--- config.mk ---
export PLATFORM = sky130hd
export DESIGN_NAME = decoder_n_scan_flat
export DESIGN_NICKNAME = d
export VERILOG_FILES = /design/src/rtl/decoder_n_scan_pkg.sv /design/src/rtl/decoder_n_scan_if.sv /design/src/rtl/scan_prescaler.sv /design/src/rtl/decoder_n_scan.sv /design/src/flat_wrapper.sv
export SDC_FILE = /design/constraint.sdc
export NUM_CORES = 1
export LEC_CHECK = 0
export BUFFER_PORTS_ARGS = -buffer_cell sky130_fd_sc_hd__buf_2
export CORE_MARGIN = 2
export CORE_UTILIZATION = 42
export CTS_CLUSTER_SIZE = 12
export DETAILED_ROUTE_END_ITERATION = 12
export SLEW_MARGIN = 20
export SYNTH_ARGS = -nofsm -noshare
export SYNTH_HDL_FRONTEND = slang
export SYNTH_SLANG_ARGS = --single-unit
--- constraint.sdc ---
create_clock -name clk -period 1.8 [get_ports clk]
set_input_delay 0.18 -clock clk [delete_from_list [all_inputs] [get_ports clk]]
set_output_delay 0.18 -clock clk [all_outputs]
set_load 0.1 [all_outputs]
--- src/rtl/decoder_n_scan_pkg.sv ---
// Shared types, mode encodings and the MSB-first one-hot helper for decoder_n_scan.
package decoder_n_scan_pkg;

  typedef enum logic [1:0] {ST_IDLE, ST_DIRECT, ST_SCAN} state_e;

  localparam logic MODE_DIRECT = 1'b0;
  localparam logic MODE_SCAN   = 1'b1;

  // Widest select bus the helper can build (SEL_W up to 8).
  localparam int unsigned MAX_OUT_W = 256;

  // Code k sets bit width-1-k; out-of-range codes give all-zero.
  function automatic logic [MAX_OUT_W-1:0] onehot_msb(input int unsigned code,
                                                      input int unsigned width);
    logic [MAX_OUT_W-1:0] r;
    r = '0;
    if (code < width && width <= MAX_OUT_W) begin
      r = MAX_OUT_W'(1) << (width - 1 - code);
    end
    return r;
  endfunction

endpackage

--- src/rtl/decoder_n_scan_if.sv ---
// Code handshake between the controlling logic (master) and decoder_n_scan (slave).
interface decoder_n_scan_if #(
  parameter int unsigned SEL_W = 2
) ();

  logic [SEL_W-1:0] code_in;
  logic             code_vld;
  logic             code_rdy;

  modport master (output code_in, output code_vld, input code_rdy);
  modport slave  (input code_in, input code_vld, output code_rdy);

endinterface

--- src/rtl/scan_prescaler.sv ---
// Scan-rate prescaler: counts 0..PRESCALE-1 and flags the terminal count.
module scan_prescaler #(
  parameter int unsigned PRESCALE = 50000,
  parameter int unsigned PRE_W    = 24
) (
  input  logic clk,
  input  logic rst_n,
  input  logic clr,
  output logic tick
);

  logic [PRE_W-1:0] cnt_q, cnt_d;

  assign tick = (cnt_q == PRE_W'(PRESCALE - 1));

  always_comb begin
    cnt_d = cnt_q + PRE_W'(1);
    if (clr || tick) begin
      cnt_d = '0;
    end
  end

  always_ff @(posedge clk) begin
    if (!rst_n) begin
      cnt_q <= '0;
    end else begin
      cnt_q <= cnt_d;
    end
  end

endmodule

--- src/rtl/decoder_n_scan.sv ---
// Registered N-to-2^N one-hot decoder with DIRECT (handshake) and SCAN (free-running) modes.
// Optional DECODER_N_SCAN_BLANK_EN inserts one all-zero cycle before every select change.
module decoder_n_scan
  import decoder_n_scan_pkg::*;
#(
  parameter int unsigned  SEL_W    = 2,
  parameter int unsigned  PRESCALE = 50000,
  parameter int unsigned  PRE_W    = 24,
  localparam int unsigned OUT_W    = 2 ** SEL_W
) (
  input  logic                   clk,
  input  logic                   rst_n,
  input  logic                   en,
  input  logic                   mode,
  decoder_n_scan_if.slave        code_if,
  output logic [OUT_W-1:0]       y,
  output logic [SEL_W-1:0]       cur_code,
  output logic                   step
);

  function automatic logic [OUT_W-1:0] oh(input logic [SEL_W-1:0] c);
    return OUT_W'(onehot_msb(32'(c), OUT_W));
  endfunction

  state_e           state_q, state_d;
  logic [OUT_W-1:0] y_q, y_d;
  logic [SEL_W-1:0] cur_q, cur_d, upd_code;
  logic             step_q, step_d;
  logic             rdy_q, rdy_d;
  logic             stay_scan, clr, tick, adv, fire, upd;

  always_comb begin
    state_d = ST_IDLE;
    if (en) begin
      state_d = (mode == MODE_SCAN) ? ST_SCAN : ST_DIRECT;
    end
  end

  // Any exit from or entry into SCAN restarts the step period.
  assign stay_scan = (state_q == ST_SCAN) && (state_d == ST_SCAN);
  assign clr       = !stay_scan;
  assign adv       = stay_scan && tick;
  assign fire      = code_if.code_vld && rdy_q && (state_d == ST_DIRECT);

  scan_prescaler #(
    .PRESCALE (PRESCALE),
    .PRE_W    (PRE_W)
  ) u_prescaler (
    .clk   (clk),
    .rst_n (rst_n),
    .clr   (clr),
    .tick  (tick)
  );

`ifdef DECODER_N_SCAN_BLANK_EN
  logic blank_q, blank_d;
`endif

  always_comb begin
    y_d      = y_q;
    cur_d    = cur_q;
    step_d   = 1'b0;
    upd      = 1'b0;
    upd_code = cur_q;
`ifdef DECODER_N_SCAN_BLANK_EN
    blank_d  = 1'b0;
    if (blank_q) begin
      y_d = oh(cur_q);
    end
`endif
    if (adv) begin
      upd      = 1'b1;
      upd_code = cur_q + SEL_W'(1);
      step_d   = 1'b1;
    end else if (fire) begin
      upd      = 1'b1;
      upd_code = code_if.code_in;
    end else if (state_d == ST_SCAN && state_q != ST_SCAN) begin
      y_d = oh(cur_q);
    end

    if (upd) begin
      cur_d = upd_code;
`ifdef DECODER_N_SCAN_BLANK_EN
      // Re-selecting the code already shown needs no blanking cycle.
      if (upd_code != cur_q || y_q == '0) begin
        y_d     = '0;
        blank_d = 1'b1;
      end
`else
      y_d = oh(upd_code);
`endif
    end

    if (state_d == ST_IDLE) begin
      y_d     = '0;
      cur_d   = '0;
`ifdef DECODER_N_SCAN_BLANK_EN
      blank_d = 1'b0;
`endif
    end

`ifdef DECODER_N_SCAN_BLANK_EN
    rdy_d = (state_d == ST_DIRECT) && !blank_d;
`else
    rdy_d = (state_d == ST_DIRECT);
`endif
  end

  always_ff @(posedge clk) begin
    if (!rst_n) begin
      state_q <= ST_IDLE;
      y_q     <= '0;
      cur_q   <= '0;
      step_q  <= 1'b0;
      rdy_q   <= 1'b0;
    end else begin
      state_q <= state_d;
      y_q     <= y_d;
      cur_q   <= cur_d;
      step_q  <= step_d;
      rdy_q   <= rdy_d;
    end
  end

`ifdef DECODER_N_SCAN_BLANK_EN
  always_ff @(posedge clk) begin
    if (!rst_n) begin
      blank_q <= 1'b0;
    end else begin
      blank_q <= blank_d;
    end
  end
`endif

  assign y                = y_q;
  assign cur_code         = cur_q;
  assign step             = step_q;
  assign code_if.code_rdy = rdy_q;

endmodule
--- src/flat_wrapper.sv ---
// flat-port wrapper written by rule: the top's interface ports become plain ports
module decoder_n_scan_flat import decoder_n_scan_pkg::*;
#(
  parameter int unsigned  SEL_W    = 2,
  parameter int unsigned  PRESCALE = 50000,
  parameter int unsigned  PRE_W    = 24,
  localparam int unsigned OUT_W    = 2 ** SEL_W
)
  (clk, rst_n, en, mode, y, cur_code, step, code_if_code_in, code_if_code_vld, code_if_code_rdy);
  decoder_n_scan_if #(.SEL_W(SEL_W)) code_if_i ();
  input  logic clk;
  input  logic rst_n;
  input  logic en;
  input  logic mode;
  output logic [OUT_W-1:0] y;
  output logic [SEL_W-1:0] cur_code;
  output logic step;
  input wire logic [$bits(code_if_i.code_in)-1:0] code_if_code_in;
  input wire logic [$bits(code_if_i.code_vld)-1:0] code_if_code_vld;
  output wire logic [$bits(code_if_i.code_rdy)-1:0] code_if_code_rdy;
  assign code_if_i.code_in = code_if_code_in;
  assign code_if_i.code_vld = code_if_code_vld;
  assign code_if_code_rdy = code_if_i.code_rdy;
  decoder_n_scan #(.SEL_W(SEL_W), .PRESCALE(PRESCALE), .PRE_W(PRE_W)) u_core (.clk(clk), .rst_n(rst_n), .en(en), .mode(mode), .code_if(code_if_i), .y(y), .cur_code(cur_code), .step(step));
endmodule
* Yosys cells after proc, flatten, opt, wreduce, memory -nomap -nowiden
Index checks and enable logic that the tools add are counted.
** Word-level totals
- Bits in registers :: 34
- Output and inout bits :: 8
- Logic and storage cells :: 43
- Input bits :: 7
** Cells by class
- Shift operators :: 2
- Reductions and logical operators :: 12
- Bitwise gates (word level) :: 1
- Muxes and demuxes :: 11
- Equality and inequality tests :: 7
- Add/sub/neg operators :: 4
** Operators with widths (number)
- $shl A1 B32 Y4 const A :: 2
- $add A24 B1 Y24 const B :: 1
- $eq A24 B16 Y1 const B :: 1
- $mux W4 :: 4
- $mux W2 :: 4
- $ne A2 B2 Y1 const B :: 3
- $sub A2 B2 Y3 const A :: 2
- $logic_and A1 B1 Y1 :: 5
- $eq A2 B2 Y1 const B :: 2
- $reduce_or A2 Y1 :: 2
- $mux W1 :: 3
- $reduce_and A3 Y1 :: 1
- $add A2 B1 Y2 const B :: 1
- $eq A2 B1 Y1 const B :: 1
- $logic_not A2 Y1 :: 1
- $reduce_bool A2 Y1 :: 1
- $logic_not A1 Y1 :: 1
- $logic_or A1 B1 Y1 :: 1
- $not A1 Y1 :: 1

* Depth between registers and ports, before layout
Gate-level depths: netlist of run 1.
- Word-level depth :: 9
- Gate-level depth with buffers :: 7
- Mapped depth without buffers :: 6

* Hierarchy
Synthesis of run 1 repeated with hierarchy kept, for this count alone.
** Unflattened totals
- Cells, all modules :: 178
- Area total of the unflattened synthesis :: 1621.6 um^2
** By module, submodules not included
- scan_prescaler :: area an instance 1189.9 um^2, sequential area each 480.5 um^2, cells each 133, times used 1
- decoder_n_scan :: area an instance 431.7 um^2, sequential area each 180.2 um^2, cells each 45, times used 1

* Worst setup path before layout of run 1
No wires, ideal clock.
- Path type :: flip-flop to flip-flop
- Start :: reg u_core.cur_q[0], in the netlist u_core.cur_code[0]
- End :: reg u_core.y_q[1], in the netlist u_core.y[1]
- Stages on the path, launching flop included :: 5
- Slack :: -0.226 ns
- Clock period less this slack :: 2.026 ns
- Arrival :: 1.967 ns
- Library setup time :: 0.059 ns
- Buffers on the path :: 0
- Required time :: 1.741 ns
- Cells stage by stage :: dfxtp_1 inv_1 or4_1 o311ai_1 a31o_1
** Between the ends
- Word-level cells in the longest chain between the ends :: 6
- Elaborated cells between the ends (all ways) :: 11
- Those cells by class :: add/sub (3); shift (2); mux (6)
** Ends and longest elaborated chain
- from (decl) :: RTL line decoder_n_scan.sv:27 : logic [SEL_W-1:0] cur_q, cur_d, upd_code;
- from (signal assigned) :: RTL line decoder_n_scan.sv:120 : cur_q <= cur_d;
- parallel branches: the longest is 5 deep, another holds $sub A2 B2 Y3
- $mux W4 * :: RTL line decoder_n_scan.sv:82 : if (upd) begin
- to (signal assigned) :: RTL line decoder_n_scan.sv:119 : y_q <= y_d;
- to (decl) :: RTL line decoder_n_scan.sv:26 : logic [OUT_W-1:0] y_q, y_d;
Mark *: on every way between the ends. The select of a mux whose other input is x is not followed.
A chain may end at the register's enable or synchronous reset.

* Worst setup path in the final report of run 1
- Start :: reg u_core.u_prescaler.cnt_q[22]
- End :: reg u_core.y_q[1], in the netlist u_core.y[1]
** Between the ends
- Word-level cells in the longest chain between the ends :: 6
- Elaborated cells between the ends (all ways) :: 11
- Those cells by class :: add/sub (1); eq/ne (3); shift (1); mux (3); reduce/logical (3)
** Ends and longest elaborated chain
- from (decl) :: RTL line scan_prescaler.sv:12 : logic [PRE_W-1:0] cnt_q, cnt_d;
- from (signal assigned) :: RTL line scan_prescaler.sv:27 : cnt_q <= cnt_d;
- $eq A24 B16 Y1 * :: RTL line scan_prescaler.sv:14 : assign tick = (cnt_q == PRE_W'(PRESCALE - 1));
- $logic_and A1 B1 Y1 * :: RTL line decoder_n_scan.sv:42 : assign adv = stay_scan && tick;
- $mux W2 :: RTL line decoder_n_scan.sv:71 : if (adv) begin
- $sub A2 B2 Y3 :: RTL line decoder_n_scan_pkg.sv:18 : r = MAX_OUT_W'(1) << (width - 1 - code);
- $shl A1 B32 Y4 :: RTL line decoder_n_scan_pkg.sv:18
- $mux W4 :: RTL line decoder_n_scan.sv:82
Every way passes the cells marked *; elsewhere a longest branch is shown, timed or not.

==> results.py, run 1 <==
metrics = {
    "status": {
        "status": "finished, violations left",
        "failed_checks": "negative setup slack",
    },
    "cts": {
        "clock_latency_ns": 0.29,
        "cts_buffer_depth": 2,
        "hold_buffers": 0,
        "h-tree-depth": 2,
        "cts-buffers-inserted": 5,
        "cts.clk_slew.worst_paths_ns": 0.08,
        "cts-root-buf": "clkbuf_8",
        "cts_tree": "done",
        "cts_sinks": 34,
    },
    "final_layout": {
        "syn2layout_area_growth_pct": 27.4,
        "num_antenna_cells": 0,
        "drive_gt1_share_pct": 30.4,
        "fin_nets": 224,
        "final_cell_area_mm2": 0.00212,
    },
    "yosys": {
        "synthArstFlopShare_pct": 0,
        "synth.avg_cell_area_um2": 9.04,
        "synth-xor-area-share_pct": 12.1,
        "synth-compound-area-share_pct": 8.50,
        "synth.area.mux_share_pct": 0.602,
        "ys_seq_elements": 34,
        "synth_simple_gate_area_share_pct": 32.6,
        "ys_warn_count": 0,
        "synth_area_leader_cell": "dfxtp_1",
        "synth_flop_cell": "dfxtp_1",
        "yosysUniqueCellTypes": 41,
        "synth_edf_count": 0,
        "ys_seq_area_share_pct": 40.9,
        "synth_cells": 184,
        "yosysMostFrequentCell": "dfxtp_1",
        "synth_top_family_by_area": "simple AND/OR/NAND/NOR gates",
        "synthesis.area_mm2": 0.00166,
        "netlist.area_leader.share_pct": 40.9,
        "syn_nets": 192,
        "synth_common_cells": "dfxtp_1 (34), nor2_1 (32), xnor2_1 (15), nand3_1 (12), nand2_1 (10)",
        "yosys-top-cells-area": "dfxtp_1 (41%), xnor2_1 (7.9%), nor2_1 (7.2%)",
        "synth_adder_area_share_pct": 0.752,
    },
    "timing": {
        "rsz0062_at_grt": "true",
        "maxSlewViolCount": 0,
        "hold_viol": 0,
        "tightest_slew_ns": 0.488,
        "layout_min_cycle_time_ns": 1.82,
        "max_freq_mhz": 550,
        "timing.final.crit_share_pct": 101,
        "tns_ns": -0.0185,
        "setup_violations": 1,
        "hold_slack_ns": 0.160,
        "fin_worst_skew_ns": 0.00795,
        "maxSlewHeadroom_pct": 67.7,
        "worst_slack_ns": -0.0185,
    },
    "route": {
        "vias": 1416,
        "drt-initial-drc-count": 49,
        "routedWlPerCell_um": 14.1,
        "drtAntennaViolNets": 0,
        "drt_pass1_iterations": 4,
        "viasPerCell": 5.34,
        "drcViolationCount": 0,
        "totalWireLength_mm": 3.74,
    },
    "setup_path": {
        "cp.required_ns": 2.04,
        "crit_family": "simple AND/OR/NAND/NOR gates",
        "cp_slowest_cell": "or4_4",
        "path_cells": "nor4_4 -> nand4_4 -> or4_4 -> o311ai_4 -> a31o_1",
        "crit_fanout": 8,
        "setup.worst_path.class": "register to register",
        "crit_path_end_kind": "register",
        "r2r_start": "u_core.u_prescaler.cnt_q[22]$_SDFF_PP0_",
        "worst-path-buf-inv": 0,
        "cp-start-kind": "register",
        "crit_path_start": "u_core.u_prescaler.cnt_q[22]$_SDFF_PP0_",
        "crit_arrival_ns": 2.06,
        "cpPeakStageDelay_ns": 0.59,
    },
    "floorplan": {
        "die_area_mm2": 0.00448,
        "ios": 15,
        "initial_utilization_pct": 44.5,
        "rows": 22,
        "coreArea_mm2": 0.00374,
        "die_height_um": 66.9,
        "die_w_um": 66.9,
    },
    "grt": {
        "grt.overflow.total": 0,
        "grt_pass1_vias": 1316,
        "grt_max_degree": 24,
        "grt_pass1_wl_mm": 6.17,
        "track_usage_pct": 18.7,
        "grt_antenna_before_repair": 0,
    },
    "placement": {
        "gp_congestion": 0.821,
        "port_buffers": 14,
        "dpl_cell_area_mm2": 0.00188,
        "hpwlAfterDp_mm": 2.71,
    },
    "power_and_ir_drop": {
        "sw_frac_of_total_pct": 20.5,
        "seq_power_share_pct": 45.3,
        "vdd_ir_drop_max_mv": 0.435,
        "total_power_uw": 1670,
        "pwr-share-clk_pct": 50.7,
        "p_comb_share_pct": 4.0,
        "cellPowerDensity_mw_per_mm2": 789,
        "p_int_uw": 1330,
        "switchingPower_uw": 343,
        "p_leak_uw": 0.000730,
    },
    "min_path": {
        "hold_path.class": "primary input to register",
        "worstHoldStart": "mode",
    },
    "job": {
        "cap_viol_max_count": 0,
    },
}
area by class of cell:
type | instances | area (µm²)
clock buffer | 5 | 68.8
inverter | 4 | 15.0
tap | 48 | 60.1
multi-input combinational | 139 | 998
timing repair buffer | 32 | 218
fill | 352 | 1620
sequential | 34 | 691
clock inverter | 3 | 68.8
path summary, 6_finish.rpt:
check	end	slack (ns)	cells past startpoint
worst min register to register	u_core.u_prescaler.cnt_q[0]$_SDFF_PP0_	0.52	2
worst max-delay path	u_core.y[1]$_SDFFE_PP0P_	-0.02	5
worst min-delay path	u_core.code_if.code_rdy$_SDFF_PN0_	0.16	2
worst max register to register	u_core.y[1]$_SDFFE_PP0P_	-0.02	5
placed cells by master, fill, tap and decap left out, types with 3 or more instances in the layout:
cell type  Yosys  layout
dfxtp_2        0       5
and3_1         6       6
a311oi_1       7       7
nor4_4         0       3
xnor2_1       15      15
nor3_1         4       3
nor2_1        32      32
clkbuf_8       1       5
buf_4          0      17
nand4_1        4       4
xor2_1         8       8
inv_1          4       4
nand3_1       12      12
nand2_1       10      10
buf_2          2      14
nor4_1         7       6
dfxtp_1       34      28
sequential cells by signal, indices dropped and copies added, names as in the netlist:
name and cells:
u_core.code_if.code_rdy 1, u_core.cur_code 2, u_core.state_q 2, u_core.step 1
u_core.u_prescaler.cnt_q 24, u_core.y 4
power groups by stage:
| stage | sequential (µW) | clock [µW] | combinational [µW] |
|---|---|---|---|
| floorplan | 801 | 0 | 27.8 |
| global placement | 776 | 0 | 64.7 |
| detailed placement | 777 | 0 | 66.0 |
| CTS | 759 | 865 | 66.4 |
| global route | 758 | 897 | 71.2 |
| finish | 758 | 848 | 66.8 |
per-layer routing:
metal / track usage (%) / routed length [µm]
met4: 9.95 / 84
met5: 0 / 0
met3: 4.05 / 129
met1: 23.7 / 1740
met2: 29.5 / 1780
what timing repair did:
item | in CTS | in global routing
buffers inserted | 0 | 1
pin swaps | 1 | 7
resized for setup | 3 | 15
endpoints found under the setup margin | 21 | 28
cloned | 0 | 0
through the flow:
step	setup slack [ns]	util, %	std cells
final	-0.0185	56.6	265
after global routing	-0.0572	56.6	265
after CTS	0.00196	54.5	264
after detailed placement	-0.0288	50.1	256
after global placement	0.00758	50.1	256
after floorplan	0.00539	-	184
cells by family (layout without fill, tap and decap cells):
logic type               after synthesis  after routing
adder cells (fa/ha/maj)                1              1
AND/OR/NAND/NOR                       97             97
multiplexers                           1              1
flip-flops                            34             34
buffers and inverters                 11             44
XOR/XNOR                              23             23
AO/OA/AOI/OAI                         17             17
Note: power is estimated with default switching activity, not from simulation.
==> run 2: changes to the inputs <==
- CORE_ASPECT_RATIO: not set -> 1.4
==> results.py, run 2 (synthesis gave the netlist of run 1 again) <==
metrics = {
    "timing": {
        "max_freq_mhz": 547,
        "maxSlewHeadroom_pct": 67.3,
        "setup_violations": 2,
        "hold_slack_ns": 0.168,
        "layout_min_cycle_time_ns": 1.83,
        "hold_viol": 0,
        "tns_ns": -0.0325,
        "maxSlewViolCount": 0,
        "worst_slack_ns": -0.0295,
        "timing.final.crit_share_pct": 102,
        "rsz0062_at_grt": "true",
        "tightest_slew_ns": 0.494,
        "fin_worst_skew_ns": 0.00541,
    },
    "floorplan": {
        "die_height_um": 78.5,
        "rows": 27,
        "die_w_um": 57.2,
        "ios": 15,
        "coreArea_mm2": 0.00388,
        "initial_utilization_pct": 42.8,
        "die_area_mm2": 0.00449,
    },
    "grt": {
        "grt_pass1_vias": 1409,
        "grt_max_degree": 24,
        "grt.overflow.total": 0,
        "grt_pass1_wl_mm": 6.47,
        "grt_antenna_before_repair": 0,
        "track_usage_pct": 18.9,
    },
    "cts": {
        "cts-root-buf": "clkbuf_8",
        "h-tree-depth": 2,
        "cts_sinks": 34,
        "cts_tree": "done",
        "cts.clk_slew.worst_paths_ns": 0.07,
        "cts-buffers-inserted": 5,
        "clock_latency_ns": 0.29,
        "cts_buffer_depth": 2,
    },
    "power_and_ir_drop": {
        "cellPowerDensity_mw_per_mm2": 652,
        "p_leak_uw": 0.000760,
        "total_power_uw": 1420,
        "vdd_ir_drop_max_mv": 0.552,
    },
    "setup_path": {
        "cp.required_ns": 2.04,
        "cp_slowest_cell": "or4_4",
        "reg2reg_to": "u_core.y[1]$_SDFFE_PP0P_",
        "crit_end": "u_core.y[1]$_SDFFE_PP0P_",
        "crit_fanout": 7,
        "cp.depth": 5,
        "cpPeakStageDelay_ns": 0.58,
        "worst-path-buf-inv": 0,
        "crit_path_end_kind": "register",
        "path_cells": "nor4_4 -> nand4_4 -> or4_4 -> o311ai_2 -> a31o_1",
        "r2r_start": "u_core.u_prescaler.cnt_q[12]$_SDFF_PP0_",
        "cp-start-kind": "register",
        "r2r_setup_slack_ns": -0.03,
        "crit_arrival_ns": 2.06,
        "crit_path_start": "u_core.u_prescaler.cnt_q[12]$_SDFF_PP0_",
        "crit_family": "simple AND/OR/NAND/NOR gates",
        "r2r_cells": 5,
        "setup.worst_path.class": "register to register",
    },
    "job": {
        "cap_viol_max_count": 0,
    },
    "placement": {
        "dpl_cell_area_mm2": 0.00186,
        "hpwlAfterDp_mm": 2.69,
        "port_buffers": 14,
        "gp_congestion": 0.809,
        "place_ws_ns": -0.0996,
    },
    "min_path": {
        "hold_path.class": "primary input to register",
    },
    "final_layout": {
        "regMostFlops": "u_core.u_prescaler.cnt_q",
        "syn2layout_area_growth_pct": 30.8,
        "final_cell_area_mm2": 0.00218,
        "fin_nets": 226,
        "layout_common_cells": "nor2_1 (32), dfxtp_1 (27), buf_4 (16)",
        "drive_gt1_share_pct": 35.2,
        "largest_register_ffs": 24,
        "num_antenna_cells": 0,
        "final_common_cell": "nor2_1",
    },
    "route": {
        "vias": 1451,
        "drt_pass1_iterations": 4,
        "viasPerCell": 5.54,
        "drcViolationCount": 0,
        "totalWireLength_mm": 4.00,
        "drt-initial-drc-count": 68,
        "routedWlPerCell_um": 15.3,
        "drtAntennaViolNets": 0,
    },
    "status": {
        "failed_checks": "negative setup slack",
        "status": "finished, violations left",
    },
}
[run 2: cell count changes in the layout (fill, tap and decap cells not counted), sizes merged]
cell	change
bufinv	-2
clkbuf	+3
buf	+1
[run 2: how the worst min path moves through the flow]
| stage | from | endpoint | cells past startpoint |
|---|---|---|---|
| final | mode | u_core.code_if.code_rdy$_SDFF_PN0_ | 2 |
| after CTS | mode | u_core.code_if.code_rdy$_SDFF_PN0_ | 2 |
| after global routing | rst_n | u_core.step$_SDFF_PN0_ | 3 |
| after floorplan | rst_n | u_core.step$_SDFF_PN0_ | 2 |
| after detailed placement | mode | u_core.code_if.code_rdy$_SDFF_PN0_ | 2 |
| after global placement | mode | u_core.code_if.code_rdy$_SDFF_PN0_ | 2 |
[run 2: metrics by stage]
step	util [%]	instances
5_1_grt	56.0	262
6_report	56.0	262
4_1_cts	51.4	258
2_1_floorplan	-	184
3_3_place_gp	47.9	250
3_5_place_dp	47.9	250
[run 2: metal layers]
metal	up-vias	wire length (µm)	global-route usage [%]
met3	9	142	5.27
li1	723	-	-
met1	689	1630	21.5
met2	30	2120	31.8
met5	-	0	0
met4	0	97	9.07
[run 2: worst reg2reg max path: cells and delay by family, from the launching register on]
family / cells / cell delay, ns
compound gates: 2 / 0.29
flops: 1 / 0.34
simple gates: 3 / 1.15
[run 2: repair_timing]
item	4_1_cts	5_1_grt
setup buffers	0	2
gates resized for setup	7	25
hold buffers	0	0
hold endpoints to repair	0	0
cloned	0	2
endpoints found under the setup margin	28	28
pin swaps	5	6
[run 2: cell type report]
| type | count | area (µm²) |
|---|---|---|
| fill | 326 | 1710 |
| tap | 43 | 53.8 |
| clock buffer | 7 | 86.3 |
| sequential | 34 | 689 |
| clock inverter | 1 | 5.00 |
| multi-input combinational | 139 | 1060 |
| timing repair buffer | 34 | 267 |
| inverter | 4 | 15.0 |
[run 2: power by group]
group          switching (µW)  internal (µW)
Clock                     279            309
Sequential               2.22            757
Combinational            50.5           21.0
